### src/rtl/apb_pkg.sv
// Types shared between the APB requester and the existing APB completer.
package apb_pkg;

    localparam int unsigned APB_ADDR_W = 32;
    localparam int unsigned APB_DATA_W = 32;
    localparam int unsigned WAIT_CNT_W = 8;

    typedef logic [APB_ADDR_W-1:0] addr_t;
    typedef logic [APB_DATA_W-1:0] data_t;

    typedef enum logic [1:0] {
        IDLE   = 2'd0,
        SETUP  = 2'd1,
        ACCESS = 2'd2
    } apb_operation_states;

endpackage

### src/rtl/apb_master.sv
// APB requester: turns a valid/ready command stream into APB transfers and
// returns one response pulse per transfer, aborting stalled ACCESS phases.
module apb_master
    import apb_pkg::*;
#(
    parameter int unsigned ADDR_W  = 32,
    parameter int unsigned DATA_W  = 32,
    parameter int unsigned TIMEOUT = 16
) (
    input  logic              PCLK,
    input  logic              PRESETn,
    input  logic              cmd_valid,
    output logic              cmd_ready,
    input  logic              cmd_write,
    input  logic [ADDR_W-1:0] cmd_addr,
    input  logic [DATA_W-1:0] cmd_wdata,
    output logic              rsp_valid,
    output logic [DATA_W-1:0] rsp_rdata,
    output logic              rsp_err,
    output logic              PSEL,
    output logic              PENABLE,
    output logic              PWRITE,
    output logic [ADDR_W-1:0] PADDR,
    output logic [DATA_W-1:0] PWDATA,
    input  logic              PREADY,
    input  logic [DATA_W-1:0] PRDATA
);

    localparam logic [WAIT_CNT_W-1:0] WAIT_LAST = WAIT_CNT_W'(TIMEOUT - 1);
    localparam logic [WAIT_CNT_W-1:0] WAIT_MAX  = WAIT_CNT_W'(TIMEOUT);

    apb_operation_states   state_q;
    logic                  psel_q;
    logic                  penable_q;
    logic                  pwrite_q;
    logic [ADDR_W-1:0]     paddr_q;
    logic [DATA_W-1:0]     pwdata_q;
    logic                  rsp_valid_q;
    logic                  rsp_err_q;
    logic [DATA_W-1:0]     rsp_rdata_q;
    logic [WAIT_CNT_W-1:0] wait_cnt_q;
    logic [WAIT_CNT_W-1:0] wait_cnt_d;

    logic in_access;
    logic timeout_hit;
    logic cmd_accept;

    // The abort fires on the edge that would take the counter to TIMEOUT.
    assign in_access   = (state_q == ACCESS);
    assign timeout_hit = in_access && !PREADY && (wait_cnt_q == WAIT_LAST);
    assign cmd_ready   = (state_q == IDLE) || (in_access && PREADY && !timeout_hit);
    assign cmd_accept  = cmd_valid && cmd_ready;

    always_comb begin
        wait_cnt_d = wait_cnt_q;
        if (state_q == SETUP) begin
            wait_cnt_d = '0;
        end else if (in_access && !PREADY && (wait_cnt_q != WAIT_MAX)) begin
            wait_cnt_d = wait_cnt_q + WAIT_CNT_W'(1);
        end
    end

    always_ff @(posedge PCLK or negedge PRESETn) begin
        if (!PRESETn) begin
            state_q     <= IDLE;
            psel_q      <= 1'b0;
            penable_q   <= 1'b0;
            pwrite_q    <= 1'b0;
            paddr_q     <= '0;
            pwdata_q    <= '0;
            rsp_valid_q <= 1'b0;
            rsp_err_q   <= 1'b0;
            rsp_rdata_q <= '0;
            wait_cnt_q  <= '0;
        end else begin
            rsp_valid_q <= 1'b0;
            wait_cnt_q  <= wait_cnt_d;

            if (cmd_accept) begin
                paddr_q  <= cmd_addr;
                pwrite_q <= cmd_write;
                pwdata_q <= cmd_wdata;
            end

            case (state_q)
                IDLE: begin
                    if (cmd_valid) begin
                        state_q <= SETUP;
                        psel_q  <= 1'b1;
                    end
                end
                SETUP: begin
                    state_q   <= ACCESS;
                    penable_q <= 1'b1;
                end
                ACCESS: begin
                    if (PREADY) begin
                        rsp_valid_q <= 1'b1;
                        rsp_err_q   <= 1'b0;
                        penable_q   <= 1'b0;
                        if (!pwrite_q) begin
                            rsp_rdata_q <= PRDATA;
                        end
                        // A command taken on the completing edge keeps PSEL high.
                        if (cmd_valid) begin
                            state_q <= SETUP;
                        end else begin
                            state_q <= IDLE;
                            psel_q  <= 1'b0;
                        end
                    end else if (timeout_hit) begin
                        rsp_valid_q <= 1'b1;
                        rsp_err_q   <= 1'b1;
                        state_q     <= IDLE;
                        psel_q      <= 1'b0;
                        penable_q   <= 1'b0;
                    end
                end
                default: begin
                    state_q   <= IDLE;
                    psel_q    <= 1'b0;
                    penable_q <= 1'b0;
                end
            endcase
        end
    end

    assign PSEL      = psel_q;
    assign PENABLE   = penable_q;
    assign PWRITE    = pwrite_q;
    assign PADDR     = paddr_q;
    assign PWDATA    = pwdata_q;
    assign rsp_valid = rsp_valid_q;
    assign rsp_err   = rsp_err_q;
    assign rsp_rdata = rsp_rdata_q;

endmodule

### config.mk
export PLATFORM = sky130hd
export DESIGN_NAME = apb_master
export DESIGN_NICKNAME = d
export VERILOG_FILES = /design/src/rtl/apb_pkg.sv /design/src/rtl/apb_master.sv
export SDC_FILE = /design/constraint.sdc
export NUM_CORES = 1
export LEC_CHECK = 0
export ABC_AREA = 1
export CAP_MARGIN = 25
export CORE_MARGIN = 10
export CORE_UTILIZATION = 42
export DETAILED_ROUTE_END_ITERATION = 10
export HOLD_SLACK_MARGIN = 0.05
export PLACE_DENSITY_LB_ADDON = 0.3
export RECOVER_POWER = 25
export SKIP_CTS_REPAIR_TIMING = 1
export SYNTH_ARGS = -nofsm -noshare
export SYNTH_HDL_FRONTEND = slang
export SYNTH_SLANG_ARGS = --single-unit
export TNS_END_PERCENT = 20
### constraint.sdc
create_clock -name PCLK -period 1.4 [get_ports PCLK]
set_input_delay 0.28 -clock PCLK [delete_from_list [all_inputs] [get_ports PCLK]]
set_output_delay 0.28 -clock PCLK [all_outputs]
set_load 0.03 [all_outputs]
==> results.toml <==
[status]
status = "finished, violations left"
violations = "negative setup slack"

[place]
hpwl_um = 10800
port_buffers = 202
gp_congestion = 0.818

[synth]
yosys.area_share.xor_xnor = 0.00194
netlist_area_um2 = 4510
synthAdderAreaFrac = 0.00554
ys_types = 18
yosys_register_bits = 111
synthMuxAreaShare = 0
synth_top_area_cell = "dfrtp_1"
synth_compound_area_frac = 0.00333
post-synth-top-area-fraction = 0.615
ys_seq_area_frac = 0.615
syn_nets = 632
avgSynthCellArea_um2 = 8.53
yosys.area_share.simple = 0.323
synth_area_leaders = "dfrtp_1 62%, nand2_1 25%, nand3_1 4.8%"
synthCells = 529
yosysWarnings = 0
synth_top_family_by_area = "simple AND/OR/NAND/NOR gates"

[setup_path]
crit_path_start_kind = "flop"
critPathMaxFanout = 4
cpLargestDelayFamily = "flip-flops"
cp-end-kind = "output pin"
arrival_ps = 1350
crit_type = "reg2out"
crit_buf_inv = 4
cp_slowest_cell = "dfrtp_1"
cpPeakStageDelay_ps = 390
worstPathRequired_ps = 1120
crit_chain = "inv_2 -> nand2_4 -> nor2_4 -> inv_2 -> nand2_4 -> buf_4 -> buf_12"

[final_layout]
drive_gt1_frac = 0.0913
antenna_cells = 0
area_growth_pct = 62.2
nets = 844
final_util = 0.703

[timing]
fin_crit_ps = 1630
finalHoldViolCount = 0
max_freq_mhz = 614
rsz0062_at_grt = "yes"
setup_ws_ps = -228
setup_viol = 9
slew_headroom = 0.534
worstMarginPinSlew_ps = 699
maxSlewViolCount = 0
period_share = 1.16
skew_ps = 17.0

[routing]
vias_per_cell = 4.80
drt_iter0_markers = 201
totalWireLength_um = 14200
first_pass_iters = 4
ant_nets = 0
wl_per_cell_um = 16.1
drt_drc_violations_left = 0
vias = 4231

[power]
p_comb_frac = 0.546
internal_power_mw = 9.09
pwr-share-clk = 0.121
switchingPower_mw = 7.32
p_per_area_nw_per_um2 = 2240
p_total_mw = 16.4
p_leak_nw = 4.64
power_frac_seq = 0.333
vdd_drop_max_v = 0.00137
switching_share = 0.446

[clocking]
cts_buffers = 9
clock_path_buffers = 2
clk_latency_ps = 360
cts.sinks = 111
root_buffer = "clkbuf_8"
cts_max_level = 3
clk_pin_slew_ps = 110
cts_tree = "yes"

[run]
maxCapViolations = 0

[die]
initial_core_util = 0.433
fp-row-count = 37
die_width_um = 124
die-area_um2 = 15300
core-area_um2 = 10400
die_h_um = 124
ios = 203

[worst_hold_path]
hp-class = "in2reg"

[grt]
grt_use_total = 0.179
overflow = 0
grt_pass1_vias = 4430
antenna_found_initial = 0
grt_pass1_wl_um = 22000
grt_max_degree = 66
-- cells in the final DEF, fill, tap and decap left out, drive strengths merged --
master | netlist | routed
nor2 | 18 | 18
ha | 2 | 2
buf | 16 | 31
clkdlybuf4s50 | 0 | 99
bufinv | 0 | 1
inv | 19 | 22
nand2 | 302 | 302
xor2 | 1 | 1
nand4 | 4 | 4
dfrtp | 111 | 111
clkbuf | 8 | 16
dlymetal6s2s | 0 | 88
o21ai | 2 | 2
a21oi | 1 | 1
clkinvlp | 0 | 1
dlygate4sd3 | 0 | 1
nand3 | 43 | 43
clkinv | 2 | 2
-- power by group through the flow --
stage / logic (mW) / clock network (mW) / registers [mW]
after floorplan: 2.15 / 0 / 8.10
after global placement: 9.13 / 0 / 5.46
after detailed placement: 9.28 / 0 / 5.53
after CTS: 9.30 / 2.04 / 5.50
after global routing: 9.64 / 2.16 / 5.62
final: 8.96 / 1.99 / 5.46
-- logic make-up after synthesis --
kind of cell	Yosys count
flops	111
fa+ha+maj	2
xor+xnor	1
simple gates	367
buf+inv	45
compound gates	3
-- flip-flops by register name (all words and copies together) (netlist names) --
name / cells
wait_cnt_q: 8
PSEL: 1
PADDR: 32
PENABLE: 1
rsp_rdata: 32
rsp_err: 1
rsp_valid: 1
PWRITE: 1
state_q: 2
PWDATA: 32
-- metal layers --
metal | routed length [um] | GRT usage | vias up | share of wire
li1 | - | - | 2043 | -
met4 | 131 | 0.0517 | 0 | 0.0092
met1 | 5620 | 0.196 | 2004 | 0.40
met5 | 0 | 0 | - | 0
met2 | 6720 | 0.297 | 176 | 0.47
met3 | 1720 | 0.0946 | 8 | 0.12
-- synth_stat cells, drive strengths merged --
cell type and number:
nand2 302, nand3 43, nand4 4, o21ai 2, ha 2, xor2 1, clkbuf 8, clkinv 2
dfrtp 111, a21oi 1, inv 19, nor2 18, buf 16
-- worst min-delay path: cells and delay by family --
family	cells	cell delay (ps)
AND/OR/NAND/NOR	2	100
buffers and inverters	1	390
-- final cells by class --
cell class | instances | area [um2]
Tap cell | 136 | 170
Clock inverter | 5 | 63.8
Sequential cell | 111 | 2780
Multi-Input combinational cell | 373 | 1540
Inverter | 21 | 78.8
Fill cell | 782 | 3090
Clock buffer | 10 | 138
Timing Repair Buffer | 225 | 2560
-- path summary, 6_finish.rpt --
kind / startpoint / slack, ps / cells past startpoint / end
hold / removal: cmd_addr[31] / 440 / 3 / PADDR[31]
hold reg to reg: rsp_rdata[10] / 480 / 2 / rsp_rdata[10]
max in group asynchronous: PRESETn / 170 / 3 / rsp_rdata[18]
setup / recovery: state_q[0] / -230 / 7 / cmd_ready
setup reg to reg: state_q[0] / -50 / 9 / wait_cnt_q[6]
min in group asynchronous: PRESETn / 490 / 2 / rsp_rdata[8]
-- through the flow --
stage          std cells  instance area, um2  hold slack (ps)  worst slack [ps]  setup TNS (ps)
3_5_place_dp         865                6900              223              -325          -24860
6_report             881                7320              435              -228            -478
5_1_grt              881                7320              420              -301           -4720
2_1_floorplan        529                4520            -15.6              49.3               0
3_3_place_gp         865                6900              228              -281          -21950
4_1_cts              880                7100             -183              -369          -29460
(Power assumes the default switching activity.)
